==> src/rtl/ibex_hpm_counter_bank.sv <==
// Bank of RISC-V hardware performance counters: mhpmcounter/mhpmcounterh/mhpmevent
// for indices 3..NumCounters+2, with per-counter wrap pulses and debug stop-count.
module ibex_hpm_counter_bank #(
    parameter int unsigned NumCounters  = 10,
    parameter int unsigned CounterWidth = 40,
    parameter int unsigned NumEvents    = 16
) (
    input  logic                   clk_i,
    input  logic                   rst_ni,
    input  logic [NumEvents-1:0]   event_i,
    input  logic [NumCounters-1:0] inhibit_i,
    input  logic                   stopcount_i,
    input  logic [11:0]            csr_addr_i,
    input  logic                   csr_we_i,
    input  logic [31:0]            csr_wdata_i,
    output logic                   csr_hit_o,
    output logic [31:0]            csr_rdata_o,
    output logic [NumCounters-1:0] overflow_o
);

    localparam int unsigned LoWidth   = (CounterWidth > 32) ? 32 : CounterWidth;
    localparam logic [6:0]  EventPage = 7'h19;  // 12'h320 >> 5
    localparam logic [6:0]  LoPage    = 7'h58;  // 12'hB00 >> 5
    localparam logic [6:0]  HiPage    = 7'h5C;  // 12'hB80 >> 5

    logic [4:0] csr_idx;
    logic       is_event;
    logic       is_lo;
    logic       is_hi;

    logic [NumCounters-1:0][31:0] event_rd;
    logic [NumCounters-1:0][31:0] lo_rd;
    logic [NumCounters-1:0][31:0] hi_rd;
    logic [NumCounters-1:0]       ovf_d;

    // Address decode: three 32-entry pages, indices 0..2 belong to other CSRs
    assign csr_idx   = csr_addr_i[4:0];
    assign is_event  = (csr_addr_i[11:5] == EventPage);
    assign is_lo     = (csr_addr_i[11:5] == LoPage);
    assign is_hi     = (csr_addr_i[11:5] == HiPage);
    assign csr_hit_o = (is_event | is_lo | is_hi) & (csr_idx >= 5'd3);

    for (genvar g = 0; g < NumCounters; g++) begin : g_counter
        localparam logic [4:0] Idx = 5'(g + 3);

        logic                    sel;
        logic                    wr_event;
        logic                    wr_lo;
        logic                    wr_hi;
        logic                    inc;
        logic [NumEvents-1:0]    event_sel_q;
        logic [CounterWidth-1:0] cnt_q;
        logic [CounterWidth-1:0] cnt_d;
        logic [CounterWidth-1:0] lo_merge;
        logic [CounterWidth-1:0] hi_merge;

        assign sel      = csr_we_i & (csr_idx == Idx);
        assign wr_event = sel & is_event;
        assign wr_lo    = sel & is_lo;
        assign inc      = (|(event_sel_q & event_i)) & ~inhibit_i[g] & ~stopcount_i;

        // Half-word merges; narrow counters have no writable high half
        if (CounterWidth > 32) begin : g_wide
            assign lo_merge = {cnt_q[CounterWidth-1:32], csr_wdata_i};
            assign hi_merge = {csr_wdata_i[CounterWidth-33:0], cnt_q[31:0]};
            assign wr_hi    = sel & is_hi;
            assign hi_rd[g] = 32'(cnt_q[CounterWidth-1:32]);
        end else begin : g_narrow
            assign lo_merge = csr_wdata_i[CounterWidth-1:0];
            assign hi_merge = cnt_q;
            assign wr_hi    = 1'b0;
            assign hi_rd[g] = '0;
        end

        // A CSR write beats the increment and suppresses that cycle's wrap pulse
        always_comb begin
            cnt_d = cnt_q;
            if (wr_lo) begin
                cnt_d = lo_merge;
            end else if (wr_hi) begin
                cnt_d = hi_merge;
            end else if (inc) begin
                cnt_d = cnt_q + CounterWidth'(1);
            end
        end

        assign ovf_d[g] = inc & ~wr_lo & ~wr_hi & (&cnt_q);

        always_ff @(posedge clk_i or negedge rst_ni) begin
            if (!rst_ni) begin
                cnt_q       <= '0;
                event_sel_q <= '0;
            end else begin
                cnt_q <= cnt_d;
                if (wr_event) begin
                    event_sel_q <= csr_wdata_i[NumEvents-1:0];
                end
            end
        end

        assign event_rd[g] = 32'(event_sel_q);
        assign lo_rd[g]    = 32'(cnt_q[LoWidth-1:0]);
    end

    always_ff @(posedge clk_i or negedge rst_ni) begin
        if (!rst_ni) begin
            overflow_o <= '0;
        end else begin
            overflow_o <= ovf_d;
        end
    end

    // Read mux; unimplemented indices and misses return zero
    always_comb begin
        csr_rdata_o = '0;
        for (int unsigned i = 0; i < NumCounters; i++) begin
            if (csr_hit_o && (csr_idx == 5'(i + 3))) begin
                if (is_event) begin
                    csr_rdata_o = event_rd[i];
                end else if (is_lo) begin
                    csr_rdata_o = lo_rd[i];
                end else begin
                    csr_rdata_o = hi_rd[i];
                end
            end
        end
    end

endmodule

==> config.mk <==
export PLATFORM = sky130hd
export DESIGN_NAME = ibex_hpm_counter_bank
export DESIGN_NICKNAME = d
export VERILOG_FILES = /design/src/rtl/ibex_hpm_counter_bank.sv
export SDC_FILE = /design/constraint.sdc
export NUM_CORES = 2
export LEC_CHECK = 0
export CORE_AREA = 4 4 286 288
export DETAILED_ROUTE_END_ITERATION = 10
export DIE_AREA = 0 0 290 292
export REMOVE_ABC_BUFFERS = 1
export SETUP_SLACK_MARGIN = 0.05
export SLEW_MARGIN = 25
export SYNTH_ARGS = -nofsm -noshare
export SYNTH_HDL_FRONTEND = slang
export SYNTH_SLANG_ARGS = --single-unit
==> constraint.sdc <==
create_clock -name clk_i -period 3.3 [get_ports clk_i]
set_input_delay 0.66 -clock clk_i [delete_from_list [all_inputs] [get_ports clk_i]]
set_output_delay 0.66 -clock clk_i [all_outputs]
set_load 0.05 [all_outputs]
== Word level (Yosys, flattened, before mapping) ==
Index checks and enable logic that the tools add are counted.
Storage, ports and cells
  bits in registers: 570
  input port bits: 74
  output and inout port bits: 43
  word-level logic and storage cells: 329
Cells by class
  add/subtract/negate cells: 10
  $lt $le $gt $ge: 1
  equal/unequal tests: 23
  mux-type cells: 60
  bitwise logic cells: 134
  reduce and logical (&&, ||, !) cells: 70
Operators by type and width (count)
  $mux 32: 40
  $mux 40: 20
  $add 40x1->40 const B: 10
  $reduce_and 40->1: 10
  $and 16x16->16: 10
  $reduce_or 16->1: 10
  $and 1x1->1: 91
  $reduce_and 2->1: 20
  $reduce_bool 2->1: 20
  $not 1->1: 31
  $eq 5x4->1 const B: 5
  $eq 5x3->1 const B: 4
  $ne 2x2->1 const B: 10
  $eq 7x7->1 const B: 2
  $logic_and 1x1->1: 10
  $eq 7x5->1 const B: 1
  $eq 5x2->1 const B: 1
  $ge 5x2->1 const B: 1
  $or 1x1->1: 2

== Longest topological paths before layout ==
  depth after elaboration: 15
  gate-level depth with buffers: 11

== Worst setup path after synthesis ==
No wires, ideal clock.
  path kind: input to output
  start point: input port csr_addr_i[4]
  end point: output port csr_rdata_o[30]
  data arrival time: 3.160 ns
  data required time: 2.640 ns
  setup slack: -0.520 ns
  stages: 10
  cells stage by stage: buf_2 -> or3b_1 -> buf_2 -> or4_1 -> clkbuf_1 -> nor2_1 -> buf_2 -> buf_4 -> a221oi_1 -> a21oi_1
On the way
  longest elaborated chain between the ends: 13
  elaborated cells on any way between the ends: 32
  classes of those cells: order compare: 1; eq/ne: 10; mux: 10; bitwise: 1; reduce/logical: 10
RTL lines
  start, declared: line 13  | input logic [11:0] csr_addr_i,
  $ge 5x2->1: line 41  | assign csr_hit_o = (is_event | is_lo | is_hi) & (csr_idx >= 5'd3);
  $and 1x1->1: line 41
  $logic_and 1x1->1: line 117  | if (csr_hit_o && (csr_idx == 5'(i + 3))) begin
  $mux 32 (9 in a row): line 117
  $mux 32 (*): line 117
  end, declared: line 17  | output logic [31:0] csr_rdata_o,
Every way passes the cells marked *; elsewhere a longest branch is shown, timed or not.

== Final worst setup path ==
  start point: input port csr_addr_i[5]
  end point: output port csr_rdata_o[11]
On the way
  longest elaborated chain between the ends: 15
  elaborated cells on any way between the ends: 46
  classes of those cells: eq/ne: 3; mux: 30; bitwise: 3; reduce/logical: 10
RTL lines (line)
  $eq 7x5->1 / $eq 7x7->1 (equally long branches): 38, 39
  $or 1x1->1 (2 in a row): 41
  $and 1x1->1: 41
  $logic_and 1x1->1: 117
  $mux 32 (9 in a row): 117
  $mux 32 (*): 117
Marks and branches as above.

==> flow_summary.toml <==
[detailed_routing]
firstDrtPassIters = 9
ant_nets = 0
met3_length_um = 19170
wl_met1_um = 64190
wl_met2_um = 73890
drtIter0Drc = 5422
highest_layer = "met5"
via_per_inst = 6.669
drcViolationCount = 0
wl_per_cell_um = 30.67
num_vias = 38000
wl_um = 174700

[timing]
worst_slack_ps = -441.8
timing.final.max_slew_violations = 0
finClkSkew_ps = 30.48
min_period_ps = 3742
max_freq_mhz = 267.3
max_slew_margin_pct = 26.53
rsz0062_at_grt = "yes"
hold_viol_final = 0
tightest_slew_ps = 1094
fin_tns_setup_ps = -10040
final-setup-viol-count = 32
period_share_pct = 113.4

[critical_path]
ff2ff_path_depth = 7
worstPathArrival_ps = 3080
end_kind = "output port"
reg2reg_from = "g_counter[3].cnt_q[19]"
crit_path_start_kind = "primary input"
worstPathMaxFanout = 7
critPathRequiredTime_ps = 2640
criticalPathCategory = "in -> out"
r2r_slack_ps = 530
timing.rr.end = "g_counter[3].cnt_q[38]"

[placement]
dpl.hpwl_um = 127400
dp.cells = 5440
gp_congestion = 1.081
portBuffers = 116

[pwr]
internal_power_w = 0.01217
p_seq_share_pct = 43.8
p_total_w = 0.01652
combPwrFrac_pct = 8.6
cellLeakagePower_nw = 20.42
powerDensity_nw_per_um2 = 344.6
p_sw_w = 0.004352
p_sw_share_pct = 26.34
peakVddDrop_uv = 409.2
pwr-share-clk_pct = 47.7

[global_route]
grt_pass1_wl_um = 248300
grt_use_total_pct = 39.52
grt_pass1_vias = 35460
grt-ovfl-total = 0
grt_antenna_before_repair = 6
grt_max_degree = 85

[floorplan]
start_util_pct = 44.86
num_rows = 103
die_area_um2 = 84680
pin_count = 117
die_w_um = 290
core_um2 = 78870
die_h_um = 292

[clock_tree]
ctsLongestPathBuffers = 3
cts_num_sinks = 570
root_buffer = "clkbuf_16"
cts_tree = "built"
clk_latency_ps = 640
htree_levels = 3
cts.clk_slew.worst_paths_ps = 60
numCtsBuffers = 69

[finish]
finalNonFillerCells = 5698
utilization_pct = 60.78
layout-drive-gt1-share_pct = 28.86
final_net_count = 4673
syn_to_final_growth_pct = 35.50

[logic_synthesis]
synth_area_per_cell_um2 = 8.798
ys.flop_type = "dfrtp_1"
async_flop_share_pct = 100.0
synth_seq_cells = 570
synth_top_area_share_pct = 40.32
yosysWarnings = 0
synth.area.top_cells = "dfrtp_1 40%, xor2_1 5.7%, a21oi_1 5.7%"
synthesis.area_um2 = 35380
synth_top_cell_by_area = "dfrtp_1"
ys_seq_area_share_pct = 40.32
yosys-top-cells-count = "570 x dfrtp_1, 419 x nor2_1, 401 x a21oi_1"
postSynthCellCount = 4021
synth.distinct_cells = 92
synth_most_common_cell = "dfrtp_1"
synth_edf_count = 0

[run_status]
violations = "setup timing"
status = "complete, but fails checks"

[flow_run]
drv_cap = 0

[min_path]
holdCritPathClass = "in -> async"
-- worst max-delay path, cell delays in order --
cell and delay, ps:
buf_12 120, nor3b_4 150, buf_4 130, buf_6 120
o211ai_4 340, nor2_4 100, buf_6 150, a222oi_1 400
a21oi_1 190, or4_4 510, buf_12 180
-- worst max path at each step --
stage	start	to	slack, ps	depth (start not counted)
after CTS	csr_addr_i[7]	csr_rdata_o[7]	-410	13
after detailed placement	csr_addr_i[10]	csr_rdata_o[10]	-1300	13
after global routing	csr_addr_i[11]	csr_rdata_o[13]	-470	13
after global placement	csr_addr_i[9]	csr_rdata_o[10]	-1350	13
final	csr_addr_i[5]	csr_rdata_o[11]	-440	11
after floorplan	csr_addr_i[10]	csr_rdata_o[30]	-4530	5
-- area by class of cell --
class | instances | area [um^2]
Antenna cell | 5 | 12.51
Clock buffer | 103 | 2037
Clock inverter | 22 | 242.7
Fill cell | 6705 | 30930
Inverter | 39 | 146.4
Multi-Input combinational cell | 3092 | 21620
Sequential cell | 570 | 14260
Tap cell | 1050 | 1314
Timing Repair Buffer | 817 | 8302
-- logic make-up (layout without fill, tap and decap cells) --
family          count (synthesis)  count (layout)  share of synthesized area [%]
simple gates                 1503            1503                          21.96
mux                           188             188                          5.906
compound gates               1086            1086                          19.68
buf+inv                       359             981                          4.230
other cells                     0               5                              0
flops                         570             570                          40.32
xor+xnor                      305             305                          7.551
fa+ha+maj                      10              10                         0.3537
-- state kept, by name (all words and copies together) (netlist names) --
register and count:
g_counter.cnt_q 400, g_counter.event_sel_q 160, overflow_o 10
-- per-stage QoR --
stage          hold WS (ps)  worst slack (ps)  instance area, um^2
6_report             0.6098            -441.8                47940
5_1_grt               34.05            -471.1                47920
4_1_cts               27.54            -406.8                46680
3_5_place_dp          522.3             -1302                41880
3_3_place_gp          510.0             -1351                41860
2_1_floorplan         364.4             -4529                34030
-- cell usage in the layout (no fill, tap or decap), types with 27 or more instances in the layout --
cell / count
o22ai_1: 84
and2_1: 27
a21oi_1: 377
buf_4: 504
xor2_1: 230
nor3_1: 56
dfrtp_1: 570
nand2_1: 300
clkdlybuf4s50_1: 61
nor2_1: 398
buf_12: 97
mux2_2: 152
clkbuf_16: 81
a22oi_1: 39
nand4_1: 130
a221oi_1: 44
and4_1: 47
o21ai_0: 128
inv_1: 39
nand3_1: 209
xnor2_1: 74
and3_1: 96
a22o_1: 46
buf_6: 109
-- power by group through the flow --
stage	Combinational, W	Sequential (W)	Clock [W]
finish	0.00142	0.00723	0.00788
global route	0.00145	0.00723	0.00818
CTS	0.00133	0.00721	0.00792
detailed placement	0.00123	0.00734	0
global placement	0.00122	0.00733	0
floorplan	0.000263	0.00726	0
-- layer usage --
| layer | global-route usage [%] | vias up |
|---|---|---|
| met1 | 50.84 | 18360 |
| met3 | 7.537 | 850 |
| met2 | 59.24 | 2766 |
| li1 | - | 16020 |
| met5 | 0 | - |
| met4 | 29.72 | 2 |
-- repair_timing --
item                                   CTS  global route
pin swaps                              108           121
setup endpoints to repair               58            32
hold buffers                             0             0
endpoints found under the hold margin    0             0
setup buffers                           78            59
gates resized for setup                425           186
cloned                                   6             5
Note: power is estimated with default switching activity, not from simulation.
